**config.mk**
```make
export PLATFORM = sky130hd
export DESIGN_NAME = traffic_sensor
export DESIGN_NICKNAME = d
export VERILOG_FILES = /design/src/rtl/traffic_pkg.sv /design/src/rtl/button_debounce.sv /design/src/rtl/traffic_sensor.sv
export SDC_FILE = /design/constraint.sdc
export NUM_CORES = 1
export LEC_CHECK = 0
export ABC_AREA = 0
export ABC_CLOCK_PERIOD_IN_PS = 3200
export BUFFER_PORTS_ARGS = -buffer_cell sky130_fd_sc_hd__buf_2
export CAP_MARGIN = 20
export CORE_MARGIN = 1.5
export CORE_UTILIZATION = 58
export DETAILED_ROUTE_END_ITERATION = 12
export PLACE_DENSITY = 0.83
export SLEW_MARGIN = 30
export SYNTH_ARGS = -nofsm -noshare
export SYNTH_HDL_FRONTEND = slang
export SYNTH_SLANG_ARGS = --single-unit
```
**constraint.sdc**
```tcl
create_clock -name clk -period 3.2 [get_ports clk]
set_input_delay 0.64 -clock clk [delete_from_list [all_inputs] [get_ports clk]]
set_output_delay 0.64 -clock clk [all_outputs]
set_load 0.01 [all_outputs]
```
**src/rtl/traffic_pkg.sv**
```systemverilog
// Shared constants for the traffic sensor and the light controller: light codes,
// default divider period, queue width and the saturating queue update helper.
package traffic_pkg;

   localparam logic [2:0] GREEN  = 3'b101;
   localparam logic [2:0] YELLOW = 3'b001;
   localparam logic [2:0] RED    = 3'b011;

   localparam int unsigned CLK_DIV_PERIOD_DEF = 12_000_000;
   localparam int unsigned QUEUE_W            = 4;

   typedef logic [QUEUE_W-1:0] queue_t;

   // Any code other than GREEN (including illegal ones) blocks departures.
   function automatic logic is_green(input logic [2:0] light);
      return light == GREEN;
   endfunction

   function automatic queue_t queue_next(input queue_t q, input logic arr, input logic dep,
                                         input queue_t qmax);
      queue_t r;
      r = q;
      if (arr && !dep && (q < qmax)) begin
         r = q + 1'b1;
      end else if (dep && !arr && (q != '0)) begin
         r = q - 1'b1;
      end
      return r;
   endfunction

endpackage

```
**src/rtl/button_debounce.sv**
```systemverilog
// Active-low button conditioner: 2-flop synchronizer, optional stability filter
// (enabled by TRAFFIC_SENSOR_DEBOUNCE_EN) and a one-cycle falling-edge pulse.
module button_debounce #(
   parameter int unsigned DebounceCycles = 4
) (
   input  logic clk_i,
   input  logic rst_ni,
   input  logic btn_ni,
   output logic fall_o
);

`ifdef TRAFFIC_SENSOR_DEBOUNCE_EN
   localparam bit DebounceEn = 1'b1;
`else
   localparam bit DebounceEn = 1'b0;
`endif

   logic sync1_q, sync2_q;
   logic level, level_q;

   always_ff @(posedge clk_i or negedge rst_ni) begin
      if (!rst_ni) begin
         sync1_q <= 1'b1;
         sync2_q <= 1'b1;
         level_q <= 1'b1;
      end else begin
         sync1_q <= btn_ni;
         sync2_q <= sync1_q;
         level_q <= level;
      end
   end

   if (DebounceEn && (DebounceCycles != 0)) begin : g_debounce
      localparam int unsigned CntW = (DebounceCycles > 1) ? $clog2(DebounceCycles) : 1;

      logic [CntW-1:0] cnt_q, cnt_d;
      logic            deb_q, deb_d;

      // Count consecutive cycles of disagreement; any agreement restarts the count.
      always_comb begin
         cnt_d = '0;
         deb_d = deb_q;
         if (sync2_q != deb_q) begin
            if (cnt_q == CntW'(DebounceCycles - 1)) begin
               deb_d = sync2_q;
            end else begin
               cnt_d = cnt_q + 1'b1;
            end
         end
      end

      always_ff @(posedge clk_i or negedge rst_ni) begin
         if (!rst_ni) begin
            cnt_q <= '0;
            deb_q <= 1'b1;
         end else begin
            cnt_q <= cnt_d;
            deb_q <= deb_d;
         end
      end

      assign level = deb_q;
   end else begin : g_bypass
      assign level = sync2_q;
   end

   assign fall_o = level_q & ~level;

endmodule

```
**src/rtl/traffic_sensor.sv**
```systemverilog
// Per-road vehicle queues: arrivals from debounced buttons, departures on the 1 s
// tick while the road is green. Debounce filter enabled by TRAFFIC_SENSOR_DEBOUNCE_EN.
module traffic_sensor import traffic_pkg::*; #(
   parameter int unsigned CLK_DIV_PERIOD  = CLK_DIV_PERIOD_DEF,
   parameter int unsigned DEBOUNCE_CYCLES = 120_000,
   parameter int unsigned QUEUE_MAX       = 15
) (
   input  logic               clk,
   input  logic               reset_n,
   input  logic               car_a_n,
   input  logic               car_b_n,
   input  logic [2:0]         La,
   input  logic [2:0]         Lb,
   output logic               Ta,
   output logic               Tb,
   output logic [QUEUE_W-1:0] queue_a,
   output logic [QUEUE_W-1:0] queue_b
);

   localparam int unsigned DivW = (CLK_DIV_PERIOD > 1) ? $clog2(CLK_DIV_PERIOD) : 1;

   logic [DivW-1:0] div_q, div_d;
   logic            tick;
   logic            arr_a, arr_b, dep_a, dep_b;
   queue_t          queue_a_q, queue_a_d, queue_b_q, queue_b_d;

   button_debounce #(
      .DebounceCycles(DEBOUNCE_CYCLES)
   ) u_deb_a (
      .clk_i (clk),
      .rst_ni(reset_n),
      .btn_ni(car_a_n),
      .fall_o(arr_a)
   );

   button_debounce #(
      .DebounceCycles(DEBOUNCE_CYCLES)
   ) u_deb_b (
      .clk_i (clk),
      .rst_ni(reset_n),
      .btn_ni(car_b_n),
      .fall_o(arr_b)
   );

   assign tick = (div_q == DivW'(CLK_DIV_PERIOD - 1));

   always_comb begin
      div_d     = tick ? '0 : div_q + 1'b1;
      dep_a     = tick && is_green(La) && (queue_a_q != '0);
      dep_b     = tick && is_green(Lb) && (queue_b_q != '0);
      queue_a_d = queue_next(queue_a_q, arr_a, dep_a, QUEUE_W'(QUEUE_MAX));
      queue_b_d = queue_next(queue_b_q, arr_b, dep_b, QUEUE_W'(QUEUE_MAX));
   end

   always_ff @(posedge clk or negedge reset_n) begin
      if (!reset_n) begin
         div_q     <= '0;
         queue_a_q <= '0;
         queue_b_q <= '0;
      end else begin
         div_q     <= div_d;
         queue_a_q <= queue_a_d;
         queue_b_q <= queue_b_d;
      end
   end

   assign queue_a = queue_a_q;
   assign queue_b = queue_b_q;
   assign Ta      = (queue_a_q != '0);
   assign Tb      = (queue_b_q != '0);

endmodule

```
==> run_results.csv <==
group,metric,value,unit
global_route,grt_max_degree,39,
detailed_routing,dr.pass1.iters,4,
min_path,min_to,"u_deb_b.level$_DFF_PN1_",
final_layout,fill_cells,256,
global_route,grt_pass1_vias,1342,
logic_synthesis,synth.avg_cell_area,11.9,sq um
clocking,cts_tree,"yes",
logic_synthesis,synth_seq_cells,38,
clocking,postCtsSetupBuffers,0,
global_route,grtUsageTotal,22.4,%
critical_path,crit_path_top_delay_cell,"or4_1",
critical_path,crit_path_max_incr_delay,0.58,ns
timing,worst_slew_pin_slew,0.809,ns
critical_path,startpoint,"queue_a[0]$_DFFE_PN0P_",
floorplan,dieHeight,60.8,microns
logic_synthesis,synth_edf_count,0,
critical_path,crit_top_cell,"a21o_1",
global_route,antenna_found_initial,0,
min_path,hp-class,"reg2reg",
global_route,grt_pass1_wl,5950,microns
timing,clock_skew,0.00693,ns
critical_path,cp-end-kind,"flop",
clocking,clock-sinks,38,
floorplan,die_x,60.8,microns
timing,timing_hold_violations_final,0,
detailed_routing,drc,0,
final_layout,finalNetCount,205,
timing,tns,0,ns
timing,max_freq,370,MHz
detailed_routing,routed_wl,3400,microns
global_route,overflow,0,
timing,max-slew-margin-rel,46.0,%
floorplan,floorplan.initialDensity,62.5,%
timing,setup_viol,0,
critical_path,crit_buf_inv,0,
critical_path,crit_type,"reg2reg",
logic_synthesis,synth-main-ff-cell,"dfrtp_1",
clocking,cts_root_buf,"clkbuf_4",
critical_path,reg2reg_depth,10,
job,drv_cap,0,
final_layout,final_layout_size_suffix_gt1_share,25.9,%
detailed_routing,vias,1296,
detailed_routing,drtIter0Drc,32,
run_status,status,"complete, no violations",
critical_path,worstReg2RegStart,"queue_a[0]$_DFFE_PN0P_",
timing,drv_slew,0,
timing,min_period_over_period,84.4,%
critical_path,crit_fanout,6,
min_path,whs_path_depth,0,
logic_synthesis,async_flop_share,100,%
detailed_routing,wl_per_cell,14.6,microns
floorplan,dieArea,0.00370,sq mm
critical_path,r2r_end,"queue_a[3]$_DFFE_PN0P_",
critical_path,regToRegSetupSlack,0.50,ns
detailed_routing,vias_per_cell,5.56,
clocking,htree_num_levels,2,
pwr,powerDensity,579,mW/mm^2
logic_synthesis,ys_types,36,
critical_path,cp_data_required_time,3.47,ns
critical_path,startpoint_type,"flop",
pwr,leakagePower,0.00103,uW
clocking,cts_hold_buf,0,
clocking,cts_made_buffers,5,
final_layout,instances_no_fill,233,
timing,finalCriticalPeriod,2.70,ns
floorplan,rows,20,
final_layout,antenna_cells,0,
place,dp_hpwl,2580,microns
clocking,clkTransAtPathRegs,0.10,ns
critical_path,worstPathArrival,2.97,ns
final_layout,area_delta_synth_final,10.6,%
critical_path,cp_top_family,"simple AND/OR/NAND/NOR gates",
place,place_inst,225,
timing,rsz0062_at_grt,"false",
logic_synthesis,ys_warn_count,0,
detailed_routing,drtAntennaViolNets,0,
logic_synthesis,synth.net_count,180,
clocking,cts_resized,0,
clocking,clkLatencyLatePin,0.34,ns
place,io_buffers,19,
place,globalplace.congestion,0.784,
floorplan,ios,20,
logic_synthesis,synth_seq_area_share,49.4,%
pwr,vdd_drop_max,0.465,mV
logic_synthesis,synth_area,0.00194,sq mm
min_path,worstHoldStart,"u_deb_b.sync1_q$_DFF_PN1_",
logic_synthesis,syn-instance-count,163,
critical_path,crit_chain,"or4_1 -> and4b_1 -> nand3_2 -> nand2_1 -> ha_1 -> a21o_1 -> a21o_1 -> nand2b_1 -> mux2i_1 -> xor2_1",
floorplan,coreArea,0.00310,sq mm
clocking,cts_buffer_depth,2,
[worst reg2reg max path, delay by kind of cell (launching register included)]
kind / cells / cell delay [ns]
muxes: 1 / 0.15
DFF: 1 / 0.47
xor gates and xnor gates: 1 / 0.17
and+or+nand+nor: 5 / 1.18
AOI/OAI and AO/OA: 2 / 0.35
adders and majority gates: 1 / 0.31
[through the flow]
stage / hold WS (ns) / total power, uW / util (%) / cell area, sq um / setup WS, ns
global route: 0.356 / 1320 / 69.2 / 2150 / 0.318
finish: 0.365 / 1240 / 69.2 / 2150 / 0.499
floorplan: 0.344 / 861 / - / 1940 / 0.595
global placement: 0.350 / 964 / 67.2 / 2090 / 0.614
detailed placement: 0.350 / 1000 / 67.2 / 2090 / 0.519
CTS: 0.363 / 1260 / 69.2 / 2150 / 0.477
[Yosys cell counts (3+ instances only)]
cell type	number	share of area, %
a21o_1	5	1.9
and2_2	3	1.2
and3_1	7	2.3
dfrtp_1	32	41
dfstp_2	6	8.1
ha_1	5	3.2
mux2_4	6	4.6
mux2i_1	3	1.5
nand2_1	12	2.3
nand2b_1	4	1.3
nand3_1	8	2.1
nand4_1	3	0.97
nor2_1	11	2.1
nor3_1	5	1.3
xnor2_1	9	4.1
xor2_1	14	6.3
[logic make-up (layout without fill, tap and decap cells)]
family	count (synthesis)	after routing	share of synthesized area, %
buf+inv	3	29	0.581
simple gates	70	70	23.2
fa+ha+maj	7	7	5.29
compound gates	13	13	4.90
mux	9	9	6.19
flops	38	38	49.4
xor+xnor	23	23	10.4
[routing by layer]
metal	routed length, microns	vias to the layer above	track usage, %
met5	0	-	0
met1	1500	637	27.4
li1	-	632	-
met3	97	5	5.76
met4	48	0	7.45
met2	1760	22	38.6
[area by class of cell]
| class | count | area, sq um | share of cell area [%] |
|---|---|---|---|
| Sequential cell | 38 | 958 | 44.7 |
| Inverter | 2 | 7.51 | 0.350 |
| Clock buffer | 7 | 55.1 | 2.57 |
| Multi-Input combinational cell | 122 | 970 | 45.2 |
| Timing Repair Buffer | 19 | 95.1 | 4.43 |
| Clock inverter | 1 | 5.00 | 0.233 |
| Tap cell | 44 | 55.1 | 2.57 |
[power breakdown]
group	switching [uW]	internal, uW	leakage [uW]
combinational	164	197	0.000519
sequential	85.5	540	0.000478
clock	148	106	0.0000353
total	398	844	0.00103
[flip-flops by register name (all words and copies together) (netlist names)]
register and cells:
u_deb_a.level 1, div_q 24, u_deb_a.sync1_q 1, queue_a 4, u_deb_a.level_q 1, u_deb_b.level 1, u_deb_b.sync1_q 1, u_deb_b.level_q 1
queue_b 4
[how the worst max path moves through the flow]
stage	endpoint	slack [ns]	depth (start not counted)
floorplan	queue_a[3]$_DFFE_PN0P_	0.59	10
global placement	queue_a[3]$_DFFE_PN0P_	0.61	10
detailed placement	queue_a[3]$_DFFE_PN0P_	0.52	10
CTS	queue_a[3]$_DFFE_PN0P_	0.48	10
global route	queue_a[3]$_DFFE_PN0P_	0.32	10
finish	queue_a[3]$_DFFE_PN0P_	0.50	10
[cells in the final DEF, fill, tap and decap left out, types with 2 or more instances in the layout]
cell,count
a21o_1,5
a41oi_1,2
and2_1,2
and2_2,3
and3_1,7
and3_2,2
and4b_1,2
buf_2,19
clkbuf_4,5
dfrtp_1,32
dfstp_2,6
fa_1,2
ha_1,5
inv_1,2
mux2_4,6
mux2i_1,3
nand2_1,12
nand2b_1,4
nand3_1,8
nand3_2,2
nand4_1,3
nor2_1,11
nor3_1,5
o211ai_1,2
o31ai_1,2
or4_1,2
xnor2_1,9
xor2_1,14
(Power assumes the default switching activity.)
